`src/rtl/serial_tx_lane.sv`:
```
// -----------------------------------------------------------------------------
// serial_tx_lane
//   Byte-to-serial transmit lane feeding one serial input of the dual-lane
//   dispatcher. Bytes are accepted over a valid/ready handshake into a
//   single-entry hold register and shifted out MSB first, one bit per clk.
//   After reset the lane sends SYNC_COUNT alignment (COM) symbols, then sends
//   user bytes or IDLE filler symbols. Downstream almost_full backpressure is
//   honoured only at symbol boundaries.
//
// Configuration macro:
//   SERIAL_TX_PARITY_EN : when defined, every symbol (COM, IDLE, data) is
//                         followed by one even-parity bit (XOR of the 8 bits),
//                         giving a 9-bit frame. Default build: 8-bit frame.
//
// Parameters:
//   COM_SYM     alignment symbol sent during SYNC (default 8'hBC)
//   IDLE_SYM    filler symbol sent when no user data is sent (default 8'h7C)
//   SYNC_COUNT  number of COM symbols sent after reset, >= 1 (default 4)
//
// Ports:
//   clk             in   lane bit clock, rising edge
//   reset           in   synchronous, active-high
//   data_in         in   [7:0] byte to transmit
//   valid_in        in   data_in valid
//   ready_out       out  lane can take a byte this cycle (registered)
//   almost_full_in  in   downstream FIFO almost full
//   serial_out      out  serial bit stream (registered)
//   data_active     out  high for every bit of a symbol carrying user data
// -----------------------------------------------------------------------------
module serial_tx_lane #(
  parameter logic [7:0]  COM_SYM    = 8'hBC,
  parameter logic [7:0]  IDLE_SYM   = 8'h7C,
  parameter int unsigned SYNC_COUNT = 4
) (
  input  logic       clk,
  input  logic       reset,
  input  logic [7:0] data_in,
  input  logic       valid_in,
  output logic       ready_out,
  input  logic       almost_full_in,
  output logic       serial_out,
  output logic       data_active
);

`ifdef SERIAL_TX_PARITY_EN
  localparam int unsigned FRAME = 9;
  localparam int unsigned CNT_W = 4;
`else
  localparam int unsigned FRAME = 8;
  localparam int unsigned CNT_W = 3;
`endif

  localparam int unsigned SYM_W = $clog2(SYNC_COUNT + 1);

  localparam logic [CNT_W-1:0] BIT_LAST = CNT_W'(FRAME - 1);
  localparam logic [CNT_W-1:0] BIT_ZERO = CNT_W'(0);
  localparam logic [CNT_W-1:0] BIT_ONE  = CNT_W'(1);
  localparam logic [SYM_W-1:0] SYM_ZERO = SYM_W'(0);
  localparam logic [SYM_W-1:0] SYM_ONE  = SYM_W'(1);
  localparam logic [SYM_W-1:0] SYM_LAST = SYM_W'(SYNC_COUNT - 1);
  localparam logic [SYM_W-1:0] SYM_SAT  = SYM_W'(SYNC_COUNT);

`ifdef SERIAL_TX_PARITY_EN
  // Bit position within the frame that carries the parity bit.
  localparam logic [CNT_W-1:0] BIT_PAR = CNT_W'(8);

  // Even parity over one symbol: the appended bit makes the total count of ones even.
  function automatic logic even_parity(input logic [7:0] sym);
    even_parity = ^sym;
  endfunction
`endif

  typedef enum logic {
    ST_SYNC   = 1'b0,
    ST_ACTIVE = 1'b1
  } state_t;

  // Registered state
  state_t           state_r;
  logic [CNT_W-1:0] bit_cnt_r;
  logic [SYM_W-1:0] sym_cnt_r;
  logic [7:0]       shift_r;
  logic [7:0]       hold_r;
  logic             hold_full_r;
  logic             sym_data_r;   // symbol currently in shift_r carries user data
  logic             serial_r;
  logic             data_active_r;
  logic             ready_r;
`ifdef SERIAL_TX_PARITY_EN
  logic             par_r;        // parity bit of the symbol currently in shift_r
`endif

  // Next-state values
  state_t           state_s;
  logic [CNT_W-1:0] bit_cnt_s;
  logic [SYM_W-1:0] sym_cnt_s;
  logic [7:0]       shift_s;
  logic [7:0]       hold_s;
  logic             hold_full_s;
  logic             sym_data_s;
  logic             ready_s;
  logic             bit_s;        // bit presented on serial_out after this edge
`ifdef SERIAL_TX_PARITY_EN
  logic             par_s;
`endif

  logic             boundary_s;
  logic             xfer_s;

  assign boundary_s = (bit_cnt_r == BIT_LAST);
  // ready_r already encodes ACTIVE && hold empty for this cycle.
  assign xfer_s     = valid_in && ready_r;

  // Next-state logic: symbol sequencing, hold register and handshake.
  always_comb begin
    state_s     = state_r;
    sym_cnt_s   = sym_cnt_r;
    hold_s      = hold_r;
    hold_full_s = hold_full_r;
    sym_data_s  = sym_data_r;
    shift_s     = {shift_r[6:0], 1'b0};
    bit_cnt_s   = bit_cnt_r + BIT_ONE;

    // A transfer always lands in the hold register first; the bypass case
    // below empties it again on the same edge.
    if (xfer_s) begin
      hold_s      = data_in;
      hold_full_s = 1'b1;
    end else begin
      hold_s      = hold_r;
      hold_full_s = hold_full_r;
    end

    if (boundary_s) begin
      bit_cnt_s = BIT_ZERO;
      case (state_r)
        ST_SYNC: begin
          sym_data_s = 1'b0;
          if (sym_cnt_r != SYM_SAT) begin
            sym_cnt_s = sym_cnt_r + SYM_ONE;
          end else begin
            sym_cnt_s = sym_cnt_r;
          end
          // The COM symbol ending now is the last one: hold is empty
          // (ready_out was low), so the first ACTIVE symbol is IDLE.
          if (sym_cnt_r == SYM_LAST) begin
            state_s = ST_ACTIVE;
            shift_s = IDLE_SYM;
          end else begin
            state_s = ST_SYNC;
            shift_s = COM_SYM;
          end
        end
        ST_ACTIVE: begin
          if (hold_full_r && !almost_full_in) begin
            shift_s     = hold_r;
            hold_full_s = 1'b0;
            sym_data_s  = 1'b1;
          end else if (hold_full_r) begin
            shift_s    = IDLE_SYM;
            sym_data_s = 1'b0;
          end else if (xfer_s && !almost_full_in) begin
            // Bypass: byte accepted on the boundary goes straight out.
            shift_s     = data_in;
            hold_full_s = 1'b0;
            sym_data_s  = 1'b1;
          end else begin
            shift_s    = IDLE_SYM;
            sym_data_s = 1'b0;
          end
        end
        default: begin
          state_s    = ST_SYNC;
          sym_cnt_s  = SYM_ZERO;
          shift_s    = COM_SYM;
          sym_data_s = 1'b0;
        end
      endcase
    end else begin
      bit_cnt_s = bit_cnt_r + BIT_ONE;
      shift_s   = {shift_r[6:0], 1'b0};
    end

    ready_s = (state_s == ST_ACTIVE) && !hold_full_s;

`ifdef SERIAL_TX_PARITY_EN
    if (bit_cnt_r == BIT_PAR) begin
      bit_s = par_r;
    end else begin
      bit_s = shift_r[7];
    end
    if (boundary_s) begin
      par_s = even_parity(shift_s);
    end else begin
      par_s = par_r;
    end
`else
    bit_s = shift_r[7];
`endif
  end

  // FSM state register.
  always_ff @(posedge clk) begin
    if (reset) begin
      state_r <= ST_SYNC;
    end else begin
      state_r <= state_s;
    end
  end

  // Datapath registers: counters, shift/hold registers and registered outputs.
  always_ff @(posedge clk) begin
    if (reset) begin
      bit_cnt_r     <= BIT_ZERO;
      sym_cnt_r     <= SYM_ZERO;
      shift_r       <= COM_SYM;
      hold_r        <= 8'h00;
      hold_full_r   <= 1'b0;
      sym_data_r    <= 1'b0;
      serial_r      <= 1'b0;
      data_active_r <= 1'b0;
      ready_r       <= 1'b0;
`ifdef SERIAL_TX_PARITY_EN
      par_r         <= even_parity(COM_SYM);
`endif
    end else begin
      bit_cnt_r     <= bit_cnt_s;
      sym_cnt_r     <= sym_cnt_s;
      shift_r       <= shift_s;
      hold_r        <= hold_s;
      hold_full_r   <= hold_full_s;
      sym_data_r    <= sym_data_s;
      serial_r      <= bit_s;
      data_active_r <= sym_data_r;
      ready_r       <= ready_s;
`ifdef SERIAL_TX_PARITY_EN
      par_r         <= par_s;
`endif
    end
  end

  assign serial_out  = serial_r;
  assign data_active = data_active_r;
  assign ready_out   = ready_r;

endmodule

```
`config.mk`:
```
export PLATFORM = sky130hd
export DESIGN_NAME = serial_tx_lane
export DESIGN_NICKNAME = d
export VERILOG_FILES = /design/src/rtl/serial_tx_lane.sv
export SDC_FILE = /design/constraint.sdc
export NUM_CORES = 1
export LEC_CHECK = 0
export ABC_AREA = 1
export CORE_MARGIN = 4
export CORE_UTILIZATION = 50
export CTS_CLUSTER_SIZE = 10
export DETAILED_ROUTE_END_ITERATION = 10
export GPL_ROUTABILITY_DRIVEN = 0
export HOLD_SLACK_MARGIN = 0.03
export PLACE_DENSITY_LB_ADDON = 0.05
export SYNTH_ARGS = -nofsm -noshare
export SYNTH_HDL_FRONTEND = slang
export SYNTH_SLANG_ARGS = --single-unit
```
`constraint.sdc`:
```
create_clock -name clk -period 2.8 [get_ports clk]
set_clock_uncertainty 0.1 [all_clocks]
set_input_delay 0.84 -clock clk [delete_from_list [all_inputs] [get_ports clk]]
set_output_delay 0.84 -clock clk [all_outputs]
set_load 0.02 [all_outputs]
```
==> run_results.csv <==
group,metric,value,unit
clocking,post_cts_buffers,0,
setup_path,crit_chain,"clkdlybuf4s50_1",
global_routing,antenna_found_initial,0,
die,pin_count,15,
sta,fin_crit_sh,79.6,%
synthesis,postSynthCellCount,152,
routing,vias,940,
clocking,numCtsBuffers,3,
sta,max_slew_margin,72.9,%
synthesis,syn-num-nets,169,
sta,fmax,448,MHz
sta,finalMaxSlewViolations,0,
die,num_rows,17,
placement,portBuffers,14,
setup_path,crit_slowest_cell,"clkdlybuf4s50_1",
power_and_ir_drop,power.density,524,mW/mm^2
global_routing,grt_max_degree,17,
synthesis,syn-mean-instance-area,7.57,sq um
routing,drt-vias-per-instance,4.80,
global_routing,track_usage,15.1,%
global_routing,grt_overflow_total,0,
sta,fin_ws,570,ps
clocking,path_clk_slew,140,ps
sta,period_needed,2230,ps
routing,drt_iter0_drc,18,
global_routing,grt_pass1_vias,931,
die,die_h,56.0,um
layout,fill_cells,198,
layout,syn2layout_area_growth,18.2,%
setup_path,endpoint_kind,"output port",
clocking,cts.sinks,28,
sta,setup_tns,0,ps
die,die_w,56.0,um
clocking,cts_resized,0,
routing,wl_per_cell,10.6,um
global_routing,grt_pass1_wl,3.84,mm
setup_path,path_class,"register to output port",
run,cap_violations,0,
placement,dpl.hpwl,1.58,mm
worst_hold_path,hold_class,"register to register",
sta,rsz0062_at_grt,"no",
synthesis,synth-seq-cells,28,
routing,detail-route-antenna-nets,0,
die,die-area,0.00313,sq mm
routing,drc,0,
placement,place_ws,522,ps
sta,setup_viol,0,
clocking,root_buffer,"clkbuf_4",
clocking,cts_tree,"built",
clocking,clock_latency,310,ps
setup_path,cp.required,1860,ps
setup_path,critPathBufInv,1,
routing,drt_pass1_iterations,4,
synthesis,ys_types,19,
setup_path,cp.arrival,1290,ps
layout,drive_gt1_share,7.74,%
clocking,cts_hold_repair.buffers,0,
synthesis,yosysWarnings,0,
sta,hold_violations,0,
setup_path,cp_top_family,"buffers and inverters",
setup_path,cpPeakStageDelay,610,ps
clocking,ctsHtreeMaxLevel,1,
setup_path,startpoint_type,"register",
die,core,0.00221,sq mm
outcome,status,"complete, no violations",
layout,nets,186,
layout,antennaDiodeCount,0,
die,start_util,52.0,%
sta,worst_pin_slew,405,ps
routing,wirelength,2.08,mm
synthesis,syn-cell-area,0.00115,sq mm
clocking,cts_buffer_depth,2,
setup_path,cp_max_fo,2,
power_and_ir_drop,ir_worst_vdd,0.000342,V
synthesis,yosysSeqAreaShare,48.7,%
power_and_ir_drop,p_leak,0.579,nW
-- where the power goes --
part           leakage, nW  internal (mW)  switching, mW
Combinational        0.323         0.0225         0.0207
Clock               0.0279          0.145          0.114
Sequential           0.228          0.408        0.00297
-- synthesized netlist by cell type (all sizes together) --
cell     n  area share (%)
ha       5             5.4
and2     1            0.54
inv     20             6.5
a21boi   1            0.65
a22o     1            0.76
nand2   37              13
nor2    28              10
nand3    3             1.3
o21ai    9             3.9
a21oi   16             7.0
dfxtp   28              49
buf      2             1.6
o211ai   1            0.65
-- area by class of cell --
class | count | area, sq um | share of cell area (%)
sequential | 28 | 561 | 41.2
multi-input combinational | 102 | 497 | 36.5
timing repair buffer | 14 | 140 | 10.3
inverter | 20 | 75.1 | 5.52
tap | 28 | 35.0 | 2.58
clock inverter | 1 | 30.0 | 2.21
clock buffer | 3 | 22.5 | 1.66
-- worst paths after layout --
check | startpoint | slack, ps | depth (start not counted) | endpoint
max | ready_out | 570 | 1 | ready_out
min reg2reg | shift_r[7] | 320 | 2 | serial_out
max reg2reg | bit_cnt_r[0] | 1280 | 7 | sym_cnt_r[1]
min | shift_r[7] | 320 | 2 | serial_out
-- logic make-up after synthesis --
group	share of synthesized area (%)
AND/OR/NAND/NOR	24.8
flip-flops	48.7
adder cells (fa/ha/maj)	5.43
buffers and inverters	8.15
AO/OA/AOI/OAI	12.9
-- state kept, by name, indices dropped and copies added, names as in the netlist --
signal       flops
sym_cnt_r        3
hold_full_r      1
hold_r           8
ready_out        1
serial_out       1
state_r          1
bit_cnt_r        3
shift_r          8
sym_data_r       1
data_active      1
-- placed cells by master (no fill, tap or decap) --
cell type        Yosys  routed
nand2_1             35      35
dfxtp_1             28      28
nor2_1              24      24
inv_1               17      17
a21oi_1             16      16
clkdlybuf4s50_1      0      14
o21ai_0              8       8
ha_1                 5       5
inv_2                3       3
nor2_2               3       3
nand3_1              3       3
clkbuf_4             0       3
nand2_2              2       2
a22o_1               1       1
o21ai_1              1       1
and2_1               1       1
nor2_4               1       1
o211ai_1             1       1
a21boi_1             1       1
bufinv_16            0       1
-- metrics by stage --
stage	cells	utilization (%)	cell area (sq um)	total power, mW	hold WS [ps]
after global routing	196	61.5	1360	0.746	353
after CTS	196	61.5	1360	0.721	326
after floorplan	152	-	1150	0.441	288
after detailed placement	192	59.1	1310	0.464	306
final	196	61.5	1360	0.713	321
after global placement	192	59.1	1310	0.461	300
-- layer usage --
metal	track usage (%)	part of all wire, %	up-vias
met1	19.3	47	410
li1	-	-	506
met5	0	0	-
met4	5.08	0.67	0
met3	3.25	5.3	2
met2	25.0	47	22
(Power assumes the default switching activity.)
